==> src/rtl/tag_lookup_ctrl_if.sv <==
// Lookup, fill and tag-write signals between the tag lookup controller and its
// surroundings. The controller side uses the master modport.
interface tag_lookup_ctrl_if #(
    parameter int NUM_WAYS = 4,
    parameter int INDEX_W  = 4
);
    localparam int WAY_W = $clog2(NUM_WAYS);

    logic                   req_valid;
    logic                   req_ready;
    logic [31:0]            req_addr;
    logic [INDEX_W-1:0]     rd_index;
    logic [4*NUM_WAYS-1:0]  halt_tags;
    logic [20*NUM_WAYS-1:0] main_tags;
    logic                   resp_valid;
    logic                   resp_hit;
    logic [WAY_W-1:0]       resp_way;
    logic                   fill_req;
    logic [31:0]            fill_addr;
    logic                   fill_ack;
    logic                   regWrite;
    logic [NUM_WAYS-1:0]    decOut1b;
    logic [19:0]            inpMainTag;
    logic [3:0]             inpHaltTag;

    modport master (
        input  req_valid, req_addr, halt_tags, main_tags, fill_ack,
        output req_ready, rd_index, resp_valid, resp_hit, resp_way,
               fill_req, fill_addr, regWrite, decOut1b, inpMainTag, inpHaltTag
    );

    modport slave (
        output req_valid, req_addr, halt_tags, main_tags, fill_ack,
        input  req_ready, rd_index, resp_valid, resp_hit, resp_way,
               fill_req, fill_addr, regWrite, decOut1b, inpMainTag, inpHaltTag
    );
endinterface

==> src/rtl/tag_lookup_ctrl.sv <==
// Halt-tag filtered lookup controller for an N-way set-associative tag store:
// halt-tag prefilter, main-tag compare, and miss refill with tag write-back.
module tag_lookup_ctrl #(
    parameter int NUM_WAYS = 4,
    parameter int INDEX_W  = 4
) (
    input  logic              clk,
    input  logic              reset,
    tag_lookup_ctrl_if.master bus
);
    localparam int WAY_W = $clog2(NUM_WAYS);
    localparam int SETS  = 2 ** INDEX_W;

    typedef enum logic [2:0] {
        IDLE, HALT, CMP, FILL_REQ, FILL_WAIT, TAG_WR, RESP
    } state_t;

    state_t              stateReg, stateNext;
    logic [31:0]         addrReg;
    logic [INDEX_W-1:0]  idxReg;
    logic [NUM_WAYS-1:0] hmaskReg;
    logic [WAY_W-1:0]    victimReg;
    logic                fromPtrReg;
    logic [WAY_W-1:0]    victimPtrReg;
    logic                respHitReg;
    logic [WAY_W-1:0]    respWayReg;
    logic [NUM_WAYS-1:0] validReg [SETS];

    logic [NUM_WAYS-1:0] hmaskNow, hitNow, setValid;
    logic [WAY_W-1:0]    hitWay, freeWay;
    logic                anyHit, anyFree;

    assign setValid = validReg[idxReg];

    for (genvar gi = 0; gi < NUM_WAYS; gi++) begin : g_way
        assign hmaskNow[gi] = setValid[gi] & (bus.halt_tags[4*gi +: 4] == addrReg[15:12]);
        assign hitNow[gi]   = hmaskReg[gi] & (bus.main_tags[20*gi +: 20] == addrReg[31:12]);
    end

    // Priority encoders: lowest hit way, lowest invalid way.
    always_comb begin
        hitWay  = '0;
        freeWay = '0;
        anyHit  = |hitNow;
        anyFree = ~&setValid;
        for (int i = NUM_WAYS - 1; i >= 0; i--) begin
            if (hitNow[i])    hitWay  = WAY_W'(i);
            if (!setValid[i]) freeWay = WAY_W'(i);
        end
    end

    always_ff @(posedge clk or posedge reset) begin
        if (reset) stateReg <= IDLE;
        else       stateReg <= stateNext;
    end

    always_comb begin
        stateNext = stateReg;
        case (stateReg)
            IDLE:      if (bus.req_valid) stateNext = HALT;
            HALT:      stateNext = (|hmaskNow) ? CMP : FILL_REQ;
            CMP:       stateNext = anyHit ? RESP : FILL_REQ;
            FILL_REQ,
            FILL_WAIT: stateNext = bus.fill_ack ? TAG_WR : FILL_WAIT;
            TAG_WR:    stateNext = RESP;
            RESP:      stateNext = IDLE;
            default:   stateNext = IDLE;
        endcase
    end

    always_ff @(posedge clk or posedge reset) begin
        if (reset) begin
            addrReg      <= '0;
            idxReg       <= '0;
            hmaskReg     <= '0;
            victimReg    <= '0;
            fromPtrReg   <= 1'b0;
            victimPtrReg <= '0;
            respHitReg   <= 1'b0;
            respWayReg   <= '0;
            for (int s = 0; s < SETS; s++) validReg[s] <= '0;
        end else begin
            case (stateReg)
                IDLE: if (bus.req_valid) begin
                    addrReg <= bus.req_addr;
                    idxReg  <= bus.req_addr[8 +: INDEX_W];
                end
                HALT: hmaskReg <= hmaskNow;
                CMP: if (anyHit) begin
                    respHitReg <= 1'b1;
                    respWayReg <= hitWay;
                end
                FILL_REQ: begin
                    victimReg  <= anyFree ? freeWay : victimPtrReg;
                    fromPtrReg <= ~anyFree;
                end
                TAG_WR: begin
                    validReg[idxReg][victimReg] <= 1'b1;
                    // Round-robin pointer only advances when it actually chose the victim.
                    if (fromPtrReg)
                        victimPtrReg <= (victimPtrReg == WAY_W'(NUM_WAYS - 1)) ? '0 : victimPtrReg + 1'b1;
                    respHitReg <= 1'b0;
                    respWayReg <= victimReg;
                end
                default: ;
            endcase
        end
    end

    always_comb begin
        bus.req_ready  = (stateReg == IDLE);
        bus.resp_valid = (stateReg == RESP);
        bus.fill_req   = (stateReg == FILL_REQ) || (stateReg == FILL_WAIT);
        bus.regWrite   = 1'b0;
        bus.decOut1b   = '0;
        bus.inpMainTag = '0;
        bus.inpHaltTag = '0;
        if (stateReg == TAG_WR) begin
            bus.regWrite   = 1'b1;
            bus.decOut1b   = NUM_WAYS'(1) << victimReg;
            bus.inpMainTag = addrReg[31:12];
            bus.inpHaltTag = addrReg[15:12];
        end
    end

    assign bus.rd_index  = idxReg;
    assign bus.fill_addr = addrReg & 32'hFFFF_FF00;
    assign bus.resp_hit  = respHitReg;
    assign bus.resp_way  = respWayReg;
endmodule

==> src/flat_wrapper.sv <==
// flat-port wrapper written by rule: the top's interface ports become plain ports
module tag_lookup_ctrl_flat 
#(
    parameter int NUM_WAYS = 4,
    parameter int INDEX_W  = 4
)
  (clk, reset, bus_req_valid, bus_req_addr, bus_halt_tags, bus_main_tags, bus_fill_ack, bus_req_ready, bus_rd_index, bus_resp_valid, bus_resp_hit, bus_resp_way, bus_fill_req, bus_fill_addr, bus_regWrite, bus_decOut1b, bus_inpMainTag, bus_inpHaltTag);
  tag_lookup_ctrl_if #(.NUM_WAYS(NUM_WAYS), .INDEX_W(INDEX_W)) bus_i ();
  input  logic clk;
  input  logic reset;
  input wire logic [$bits(bus_i.req_valid)-1:0] bus_req_valid;
  input wire logic [$bits(bus_i.req_addr)-1:0] bus_req_addr;
  input wire logic [$bits(bus_i.halt_tags)-1:0] bus_halt_tags;
  input wire logic [$bits(bus_i.main_tags)-1:0] bus_main_tags;
  input wire logic [$bits(bus_i.fill_ack)-1:0] bus_fill_ack;
  output wire logic [$bits(bus_i.req_ready)-1:0] bus_req_ready;
  output wire logic [$bits(bus_i.rd_index)-1:0] bus_rd_index;
  output wire logic [$bits(bus_i.resp_valid)-1:0] bus_resp_valid;
  output wire logic [$bits(bus_i.resp_hit)-1:0] bus_resp_hit;
  output wire logic [$bits(bus_i.resp_way)-1:0] bus_resp_way;
  output wire logic [$bits(bus_i.fill_req)-1:0] bus_fill_req;
  output wire logic [$bits(bus_i.fill_addr)-1:0] bus_fill_addr;
  output wire logic [$bits(bus_i.regWrite)-1:0] bus_regWrite;
  output wire logic [$bits(bus_i.decOut1b)-1:0] bus_decOut1b;
  output wire logic [$bits(bus_i.inpMainTag)-1:0] bus_inpMainTag;
  output wire logic [$bits(bus_i.inpHaltTag)-1:0] bus_inpHaltTag;
  assign bus_i.req_valid = bus_req_valid;
  assign bus_i.req_addr = bus_req_addr;
  assign bus_i.halt_tags = bus_halt_tags;
  assign bus_i.main_tags = bus_main_tags;
  assign bus_i.fill_ack = bus_fill_ack;
  assign bus_req_ready = bus_i.req_ready;
  assign bus_rd_index = bus_i.rd_index;
  assign bus_resp_valid = bus_i.resp_valid;
  assign bus_resp_hit = bus_i.resp_hit;
  assign bus_resp_way = bus_i.resp_way;
  assign bus_fill_req = bus_i.fill_req;
  assign bus_fill_addr = bus_i.fill_addr;
  assign bus_regWrite = bus_i.regWrite;
  assign bus_decOut1b = bus_i.decOut1b;
  assign bus_inpMainTag = bus_i.inpMainTag;
  assign bus_inpHaltTag = bus_i.inpHaltTag;
  tag_lookup_ctrl #(.NUM_WAYS(NUM_WAYS), .INDEX_W(INDEX_W)) u_core (.clk(clk), .reset(reset), .bus(bus_i));
endmodule
==> config.mk <==
export PLATFORM = sky130hd
export DESIGN_NAME = tag_lookup_ctrl_flat
export DESIGN_NICKNAME = d
export VERILOG_FILES = /design/src/rtl/tag_lookup_ctrl_if.sv /design/src/rtl/tag_lookup_ctrl.sv /design/src/flat_wrapper.sv
export SDC_FILE = /design/constraint.sdc
export NUM_CORES = 1
export LEC_CHECK = 0
export ABC_CLOCK_PERIOD_IN_PS = 3700
export BUFFER_PORTS_ARGS = -buffer_cell sky130_fd_sc_hd__buf_2
export CORE_MARGIN = 2
export CORE_UTILIZATION = 53
export CTS_BUF_LIST = sky130_fd_sc_hd__clkbuf_4
export DETAILED_ROUTE_END_ITERATION = 7
export PLACE_DENSITY = 0.88
export RECOVER_POWER = 50
export SLEW_MARGIN = 5
export SYNTH_ARGS = -nofsm -noshare
export SYNTH_HDL_FRONTEND = slang
export SYNTH_SLANG_ARGS = --single-unit
==> constraint.sdc <==
create_clock -name clk -period 3.7 [get_ports clk]
set_input_delay 0.37 -clock clk [delete_from_list [all_inputs] [get_ports clk]]
set_output_delay 0.37 -clock clk [all_outputs]
set_load 0.005 [all_outputs]
Word-level counts from Yosys, hierarchy flattened
Cells that the tools add are included.
{ "totals": {"input_bits": 132, "elab_cells": 100, "reg_bits": 115, "output_inout_bits": 71} }
{ "classes": {"muxes": 30, "n_reduce_logical": 12, "addsub": 1, "n_eq_ne": 17, "n_lt_le_gt_ge": 4, "n_bitwise": 10, "shifts": 1} }
{ "ops": {"columns": ["operator", "count"], "rows": [
  ["$eq 20x20->1", 4],
  ["$or 64x64->64", 1],
  ["$mux 2", 11],
  ["$mux 20", 1],
  ["$mux 4", 5],
  ["$bmux 4 s4", 1],
  ["$demux 4 s4", 1],
  ["$eq 4x4->1", 4],
  ["$pmux 3 s5", 1],
  ["$eq 3x3->1 const B", 3],
  ["$and 1x1->1", 8],
  ["$reduce_or 4->1", 2],
  ["$eq 3x2->1 const B", 2],
  ["$mux 3", 2],
  ["$reduce_and 2->1", 3],
  ["$ge 5x5->1 const B", 1],
  ["$lt 5x1->1 const B", 1],
  ["$mux 1", 5],
  ["$not 4->5", 1],
  ["$pmux 2 s2", 1],
  ["$reduce_and 4->1", 1],
  ["$shl 1x2->4 const A", 1],
  ["$eq 3x1->1 const B", 1],
  ["$logic_not 3->1", 1],
  ["12 further kinds", 13]
]} }

Depth between registers and ports, before layout
Gate-level depths: netlist of run 1.
{ "depth": {"word_depth": 9, "ltp_mapped": 9} }

Worst setup path after synthesis of run 1
Ideal clock, no wire load.
{ "synth_path": {"kind": "reg2reg", "startpoint": "register, netlist name u_core.addrReg[9]", "endpoint": "register u_core.stateReg[0]", "n_path_buf": 2, "setup_slack_ps": 1276, "stages_incl_launch_ff": 10, "t_arrival_ps": 2330, "required_time_ps": 3606, "path_cell_list": "dfrtp_1 clkbuf_1 clkbuf_1 mux4_2 a22oi_1 nand2_1 nand2_1 nand2_1 or4_4 a221oi_2"} }
{ "synth_lines": {"columns": ["item", "line_no", "text"], "rows": [
  ["to (signal assigned)", "tag_lookup_ctrl.sv:54", "else stateReg <= stateNext;"],
  ["to (decl)", "tag_lookup_ctrl.sv:18", "state_t stateReg, stateNext;"]
]} }

==> run_results.csv, run 1 <==
group,metric,value,unit
status,violations,"max-capacitance violations, max-slew violations",
grt,grt_pass1_wl,28.3,mm
clocking,cts.reportedPaths.clkPinSlew,0.16,ns
floorplan,ioPinCount,203,
floorplan,dieArea,12300,um^2
synthesis,synth_flop_cell,"dfrtp_1",
pwr,power_per_cell_area,695,nW/um^2
clocking,post_cts_resized,0,
placement,gp_congestion,1.07,
clocking,cts_tree,"built",
grt,grt_pass1_vias,5313,
route,drtIter0Drc,434,
run,max_cap_viol_count,2,
finish,area_growth,17.6,%
worst_setup_path,arrival,3.51,ns
floorplan,rows,38,
synthesis,synthTopCellsByArea,"dfrtp_1, xnor2_1, a21o_1",
worst_setup_path,slowest_stage,"dfrtp_1",
route,vias_per_cell,6.06,
timing,setup_ws,0.569,ns
route,dr.pass1.iters,5,
grt,grtUsageTotal,0.293,
synthesis,ys_ff_latch,103,
timing,fin_crit,3.13,ns
grt,grt_max_degree,39,
clocking,cts_buffers,9,
timing,setup_viol,0,
floorplan,die_w,111,um
pwr,peakVddDrop,479,uV
synthesis,synth.avg_cell_area,10.8,um^2
synthesis,synthCells,556,
route,routed-via-count,5185,
timing,period_share,0.846,
clocking,cts_hold_buf,1,
worst_setup_path,endpoint_kind,"flop",
synthesis,synth_async_sr_flop_share,1.00,
finish,layout-drive-gt1-share,0.346,
worst_setup_path,r2r_slack,0.57,ns
placement,hpwl,13.8,mm
route,antenna_left,0,
worst_setup_path,max_stage_delay,0.98,ns
clocking,cts-root-buf,"clkbuf_4",
grt,antenna_found_initial,1,
timing,fmax,319,MHz
route,drc,0,
timing,hold_violations,0,
floorplan,coreArea,11000,um^2
timing,worst_pin_slew,1.63,ns
clocking,insertion_delay,0.46,ns
floorplan,start_util,0.549,
timing,fin_setup_tns,0,ns
synthesis,synth-seq-area-share,0.427,
timing,fin_hold_ws,0.123,ns
hold_path,min_path_type,"in -> reg",
timing,report.final.slew_viol_count,69,
worst_setup_path,required,4.08,ns
status,outcome,"complete, but fails checks",
route,wl_per_cell,21.2,um
finish,final_nets,842,
clocking,clkSinkCount,103,
synthesis,post-synth-top-area-fraction,0.427,
worst_setup_path,crit_top_cell,"a221oi_2",
timing,finalClockSkew,0.0219,ns
grt,grt-ovfl-total,0,
worst_setup_path,worstPathMaxFanout,19,
timing,rsz0062_at_grt,"no",
clocking,htreeDepth,3,
timing,slew_headroom,-0.0955,
route,drt-total-wl,18.1,mm
pwr,leakage,3.72,nW
synthesis,synth_area,6030,um^2
clocking,cts_setup_buffers,0,
worst_setup_path,worst-setup-path-type,"reg -> reg",
synthesis,synth-edff-count,0,
worst_setup_path,cp-start-kind,"flop",
worst_setup_path,path_cells,"mux4_1, a22o_1, a221oi_2, nor2_1, or4_4, a221oi_2",
floorplan,die-height,111,um
synthesis,yosys_warnings,0,
placement,place_ws,0.626,ns
clocking,clockBufferDepth,2,
placement,port_buffers,186,
synthesis,yosysTopAreaCell,"dfrtp_1",
synthesis,ys_types,48,
[report_power, final]
part	switching, W	internal [W]
combinational	0.00107	0.00110
clock	0.000389	0.000282
sequential	0.000692	0.00140
total	0.00215	0.00278
[sequential cells by signal, indices dropped and copies added (netlist names)]
| name | flops |
|---|---|
| u_core.victimReg | 2 |
| u_core.bus.resp_hit | 1 |
| u_core.addrReg | 24 |
| u_core.stateReg | 3 |
| u_core.victimPtrReg | 2 |
| u_core.bus.resp_way | 2 |
| u_core.fromPtrReg | 1 |
| u_core.validReg | 64 |
| u_core.hmaskReg | 4 |
[metrics by stage]
step	util	power, W	instances	cell area, um^2
floorplan	-	0.00349	563	6060
global placement	0.631	0.00414	837	6930
detailed placement	0.631	0.00423	837	6930
CTS	0.648	0.00492	854	7110
global route	0.646	0.00518	855	7090
finish	0.646	0.00493	855	7090
[cells by family (layout without fill, tap and decap cells)]
| group | after synthesis | count (layout) | synth area share |
|---|---|---|---|
| xor+xnor | 96 | 96 | 0.139 |
| mux | 41 | 41 | 0.110 |
| simple gates | 156 | 156 | 0.150 |
| other cells | 1 | 9 | 0.000622 |
| compound gates | 90 | 90 | 0.117 |
| buf+inv | 68 | 219 | 0.0537 |
| fa+ha+maj | 1 | 1 | 0.00207 |
| flops | 103 | 103 | 0.427 |
[worst paths after layout]
kind,cells past startpoint,to,startpoint
max in group asynchronous,4,u_core.validReg[46],reset
min,2,u_core.addrReg[17],bus_req_addr[17]
max,6,u_core.stateReg[0],u_core.addrReg[8]
min reg2reg,1,u_core.validReg[39],u_core.validReg[39]
max reg2reg,6,u_core.stateReg[0],u_core.addrReg[8]
min in group asynchronous,3,u_core.validReg[16],reset
[critical path: cells and delay by family, from the launching register on]
kind | cells | cell delay, ns
compound gates | 3 | 0.81
flops | 1 | 0.98
simple gates | 2 | 0.60
mux | 1 | 0.67
[routing by layer]
| metal | wire length (um) | GRT usage |
|---|---|---|
| met5 | 0 | 0 |
| met4 | 825 | 0.131 |
| met3 | 1290 | 0.0640 |
| met2 | 9370 | 0.527 |
| met1 | 6600 | 0.333 |
[final cells by class]
cell class	count	area, um^2
Inverter	8	31.3
Fill cell	885	3890
Timing Repair Buffer	195	980
Antenna cell	1	2.50
Clock inverter	7	104
Sequential cell	103	2580
Multi-Input combinational cell	392	3160
Clock buffer	9	67.6
Tap cell	140	175
[synthesized netlist by cell type (6+ instances only)]
master	instances
xor2_1	27
and3_1	23
o21bai_1	20
mux4_1	6
nand2_1	23
mux4_2	10
nor4_1	15
inv_1	8
clkbuf_1	39
xnor2_1	69
nand4_1	29
a21o_1	45
buf_4	16
nand2b_1	9
nand4b_1	6
mux2_2	25
dfrtp_1	103
nand3_1	11
nor2_1	12
[layout by cell type, fill, tap and decap left out, drive strengths merged, types with 13 or more instances in the layout]
master and n:
nor4 15, xnor2 69, mux4 16, buf 184, nand4 29, and3 23, nor2 13, mux2 25
xor2 27, dfrtp 103, nand2 23, o21bai 20, clkbuf 19, a21o 45
Note: power is estimated with default switching activity, not from simulation.
==> run 2, diff against run 1 <==
--- a/config.mk
+++ b/config.mk
@@ -5,13 +5,14 @@
 export SDC_FILE = /design/constraint.sdc
 export NUM_CORES = 1
 export LEC_CHECK = 0
-export ABC_CLOCK_PERIOD_IN_PS = 3700
+export ABC_AREA = 1
+export ABC_CLOCK_PERIOD_IN_PS = 2800
 export BUFFER_PORTS_ARGS = -buffer_cell sky130_fd_sc_hd__buf_2
 export CORE_MARGIN = 2
-export CORE_UTILIZATION = 53
+export CORE_UTILIZATION = 49
 export CTS_BUF_LIST = sky130_fd_sc_hd__clkbuf_4
 export DETAILED_ROUTE_END_ITERATION = 7
-export PLACE_DENSITY = 0.88
+export PLACE_DENSITY = 0.85
 export RECOVER_POWER = 50
 export SLEW_MARGIN = 5
 export SYNTH_ARGS = -nofsm -noshare
==> constraint.sdc (replaced) <==
create_clock -name clk -period 2.8 [get_ports clk]
set_input_delay 0.28 -clock clk [delete_from_list [all_inputs] [get_ports clk]]
set_output_delay 0.28 -clock clk [all_outputs]
set_load 0.005 [all_outputs]
==> run 2 against run 1 <==
The run now ends clean. Synthesized cell count up 85%. Global-route usage increased by 1.1 points. Sequential power rose by 11%. Clock-buffer cell count unchanged. Final area is 12% higher. Flip-flop and latch count unchanged. Area after synthesis rose by 11%. Clock skew is 0.010 ns higher. Hold slack worse by 0.083 ns. Core utilization down 5.1 points. Non-clock buffer count is 10 higher. Critical path type is now reg -> out. Highest routed layer unchanged.
==> run_results.csv, run 2 <==
group,metric,value,unit
floorplan,die_w,121,um
synthesis,ys_ff_latch,103,
clocking,cts_hold_buf,7,
synthesis,synthTopCellsByArea,"dfrtp_1, nand2_1, nor2_1",
worst_setup_path,worstPathMaxFanout,17,
clocking,cts_tree,"built",
worst_setup_path,crit_top_cell,"inv_1",
clocking,htreeDepth,3,
grt,grt-ovfl-total,0,
synthesis,synth_flop_cell,"dfrtp_1",
synthesis,synth_area,6720,um^2
finish,largest_reg_flops,64,
synthesis,yosys_warnings,0,
worst_setup_path,cp-start-kind,"flop",
synthesis,post-synth-top-area-fraction,0.384,
pwr,power_frac_comb,0.504,
grt,grt_max_degree,60,
grt,grt_pass1_wl,33.8,mm
placement,gp_congestion,0.972,
clocking,cts_setup_buffers,0,
pwr,p_int,0.00322,W
clocking,post_cts_resized,0,
worst_setup_path,max_stage_delay,0.57,ns
finish,final_nets,1342,
pwr,leakage,4.48,nW
finish,max_flop_register,"u_core.validReg",
clocking,cts.reportedPaths.clkPinSlew,0.16,ns
run,max_cap_viol_count,0,
timing,slew_headroom,0.0410,
synthesis,yosysMostFrequentCell,"nand2_1",
floorplan,rows,42,
clocking,clockBufferDepth,2,
clocking,cts_buffers,9,
route,antenna_left,0,
timing,hold_violations,0,
floorplan,ioPinCount,203,
status,outcome,"finished, final reports clean",
route,drc,0,
synthesis,synth_async_sr_flop_share,1.00,
worst_setup_path,required,2.52,ns
timing,fin_crit,2.49,ns
pwr,power_per_cell_area,796,nW/um^2
route,dr.pass1.iters,5,
grt,antenna_found_initial,1,
grt,grtUsageTotal,0.304,
timing,fin_setup_tns,0,ns
route,vias_per_cell,5.12,
synthesis,synth-edff-count,0,
floorplan,die-height,121,um
timing,period_share,0.891,
pwr,switching_share,0.489,
finish,layout-drive-gt1-share,0.173,
route,drt-total-wl,21.9,mm
timing,rsz0062_at_grt,"no",
floorplan,start_util,0.505,
pwr,switchingPower,0.00308,W
finish,area_growth,17.7,%
timing,finalClockSkew,0.0324,ns
pwr,p_clk_frac,0.128,
synthesis,synth.avg_cell_area,6.54,um^2
synthesis,synth_common_cells,"nand2_1, nor2_1, inv_1, dfrtp_1, o21ai_0",
timing,setup_viol,0,
finish,top_regs,"u_core.validReg: 64 flops, u_core.addrReg: 24 flops, u_core.hmaskReg: 4 flops",
worst_setup_path,path_cells,"inv_1, nand2_1, nor2_2, nand3_1, inv_1, buf_2",
grt,grt_pass1_vias,6676,
floorplan,coreArea,13300,um^2
route,wl_per_cell,15.8,um
pwr,peakVddDrop,399,uV
synthesis,synthCells,1027,
finish,mostFrequentLayoutCell,"nand2_1",
route,routed-via-count,7115,
pwr,seqPwrFrac,0.368,
clocking,cts-root-buf,"clkbuf_4",
placement,hpwl,17.0,mm
placement,port_buffers,186,
hold_path,min_path_type,"in -> reg",
finish,final_cell_mix,"nand2_1, buf_2, nor2_1",
synthesis,ys_types,35,
clocking,insertion_delay,0.51,ns
synthesis,yosysTopAreaCell,"dfrtp_1",
route,drtIter0Drc,460,
synthesis,synth-seq-area-share,0.384,
timing,fmax,401,MHz
worst_setup_path,endpoint_kind,"output port",
clocking,clkSinkCount,103,
timing,worst_pin_slew,1.44,ns
finish,fill_cells,1333,
placement,dp_cells,1366,
worst_setup_path,worst-setup-path-type,"reg -> out",
finish,finalNonFillerCells,1391,
floorplan,dieArea,14700,um^2
worst_setup_path,slowest_stage,"nand3_1",
worst_setup_path,arrival,2.21,ns
timing,report.final.slew_viol_count,0,
==> run 2: changes by cell type after synthesis, moves of 18 or more <==
cell | before | now
a21o_1 | 45 | 0
xnor2_1 | 69 | 17
mux2_2 | 25 | 1
inv_1 | 8 | 117
a21oi_1 | 3 | 28
o21bai_1 | 20 | 42
nand4_1 | 29 | 11
nor2_1 | 12 | 132
o21ai_0 | 3 | 55
and3_1 | 23 | 1
nand2_1 | 23 | 395
clkbuf_1 | 39 | 4
==> run 2: final timing paths <==
check / from / endpoint / slack [ns] / cells past startpoint
min in group asynchronous: reset / u_core.addrReg[23] / 0.36 / 3
setup reg to reg: u_core.addrReg[9] / u_core.stateReg[0] / 0.39 / 11
setup / recovery: u_core.stateReg[1] / bus_decOut1b[3] / 0.31 / 6
hold / removal: bus_req_addr[21] / u_core.addrReg[21] / 0.04 / 3
hold reg to reg: u_core.validReg[5] / u_core.validReg[5] / 0.47 / 2
max in group asynchronous: reset / u_core.validReg[41] / 0.63 / 4
==> run 2: critical path, delay by kind of cell, from the launching register on <==
| kind | cells | cell delay, ns |
|---|---|---|
| flops | 1 | 0.41 |
| simple gates | 3 | 0.92 |
| buf+inv | 3 | 0.39 |
==> run 2: kinds of logic (layout without fill, tap and decap cells) <==
group	after synthesis	after routing	synth area share
compound gates	147	147	0.129
xor+xnor	29	29	0.0378
fa+ha+maj	1	1	0.00186
buf+inv	167	347	0.109
flops	103	103	0.384
mux	1	1	0.00168
other cells	1	9	0.000558
simple gates	578	578	0.337
==> run 2: power groups by stage <==
stage / Clock, W / Sequential (W) / Combinational (W)
2_1_floorplan: 0 / 0.00215 / 0.00223
3_3_place_gp: 0 / 0.00231 / 0.00312
3_5_place_dp: 0 / 0.00232 / 0.00318
4_1_cts: 0.000827 / 0.00230 / 0.00320
5_1_grt: 0.000883 / 0.00235 / 0.00357
6_report: 0.000806 / 0.00232 / 0.00318
==> run 2: final cells by class <==
class                           instances  area, um^2  share of cell area
Inverter                              126         474              0.0599
Clock buffer                            9        67.6             0.00854
Sequential cell                       103        2580               0.326
Multi-Input combinational cell        764        3440               0.434
Timing Repair Buffer                  205        1060               0.134
Antenna cell                            1        2.50            0.000316
Tap cell                              176         220              0.0278
Clock inverter                          7        71.3             0.00901
==> run 2: layer usage <==
metal,share of wire,vias up,track usage
met5,0,-,0
met1,0.40,3233,0.366
met2,0.49,312,0.538
li1,-,3519,-
met4,0.036,0,0.123
met3,0.075,51,0.0493
==> run 2: through the flow <==
| step | total power [W] | hold slack, ns | setup WS, ns | area, um^2 | utilization |
|---|---|---|---|---|---|
| after floorplan | 0.00438 | 0.424 | 1.18 | 6750 | - |
| after global placement | 0.00544 | 0.286 | 0.677 | 7740 | 0.582 |
| after detailed placement | 0.00550 | 0.288 | 0.659 | 7740 | 0.582 |
| after CTS | 0.00632 | 0.000883 | 0.299 | 7950 | 0.598 |
| after global routing | 0.00680 | 0.0139 | 0.0933 | 7910 | 0.595 |
| final | 0.00630 | 0.0397 | 0.305 | 7910 | 0.595 |
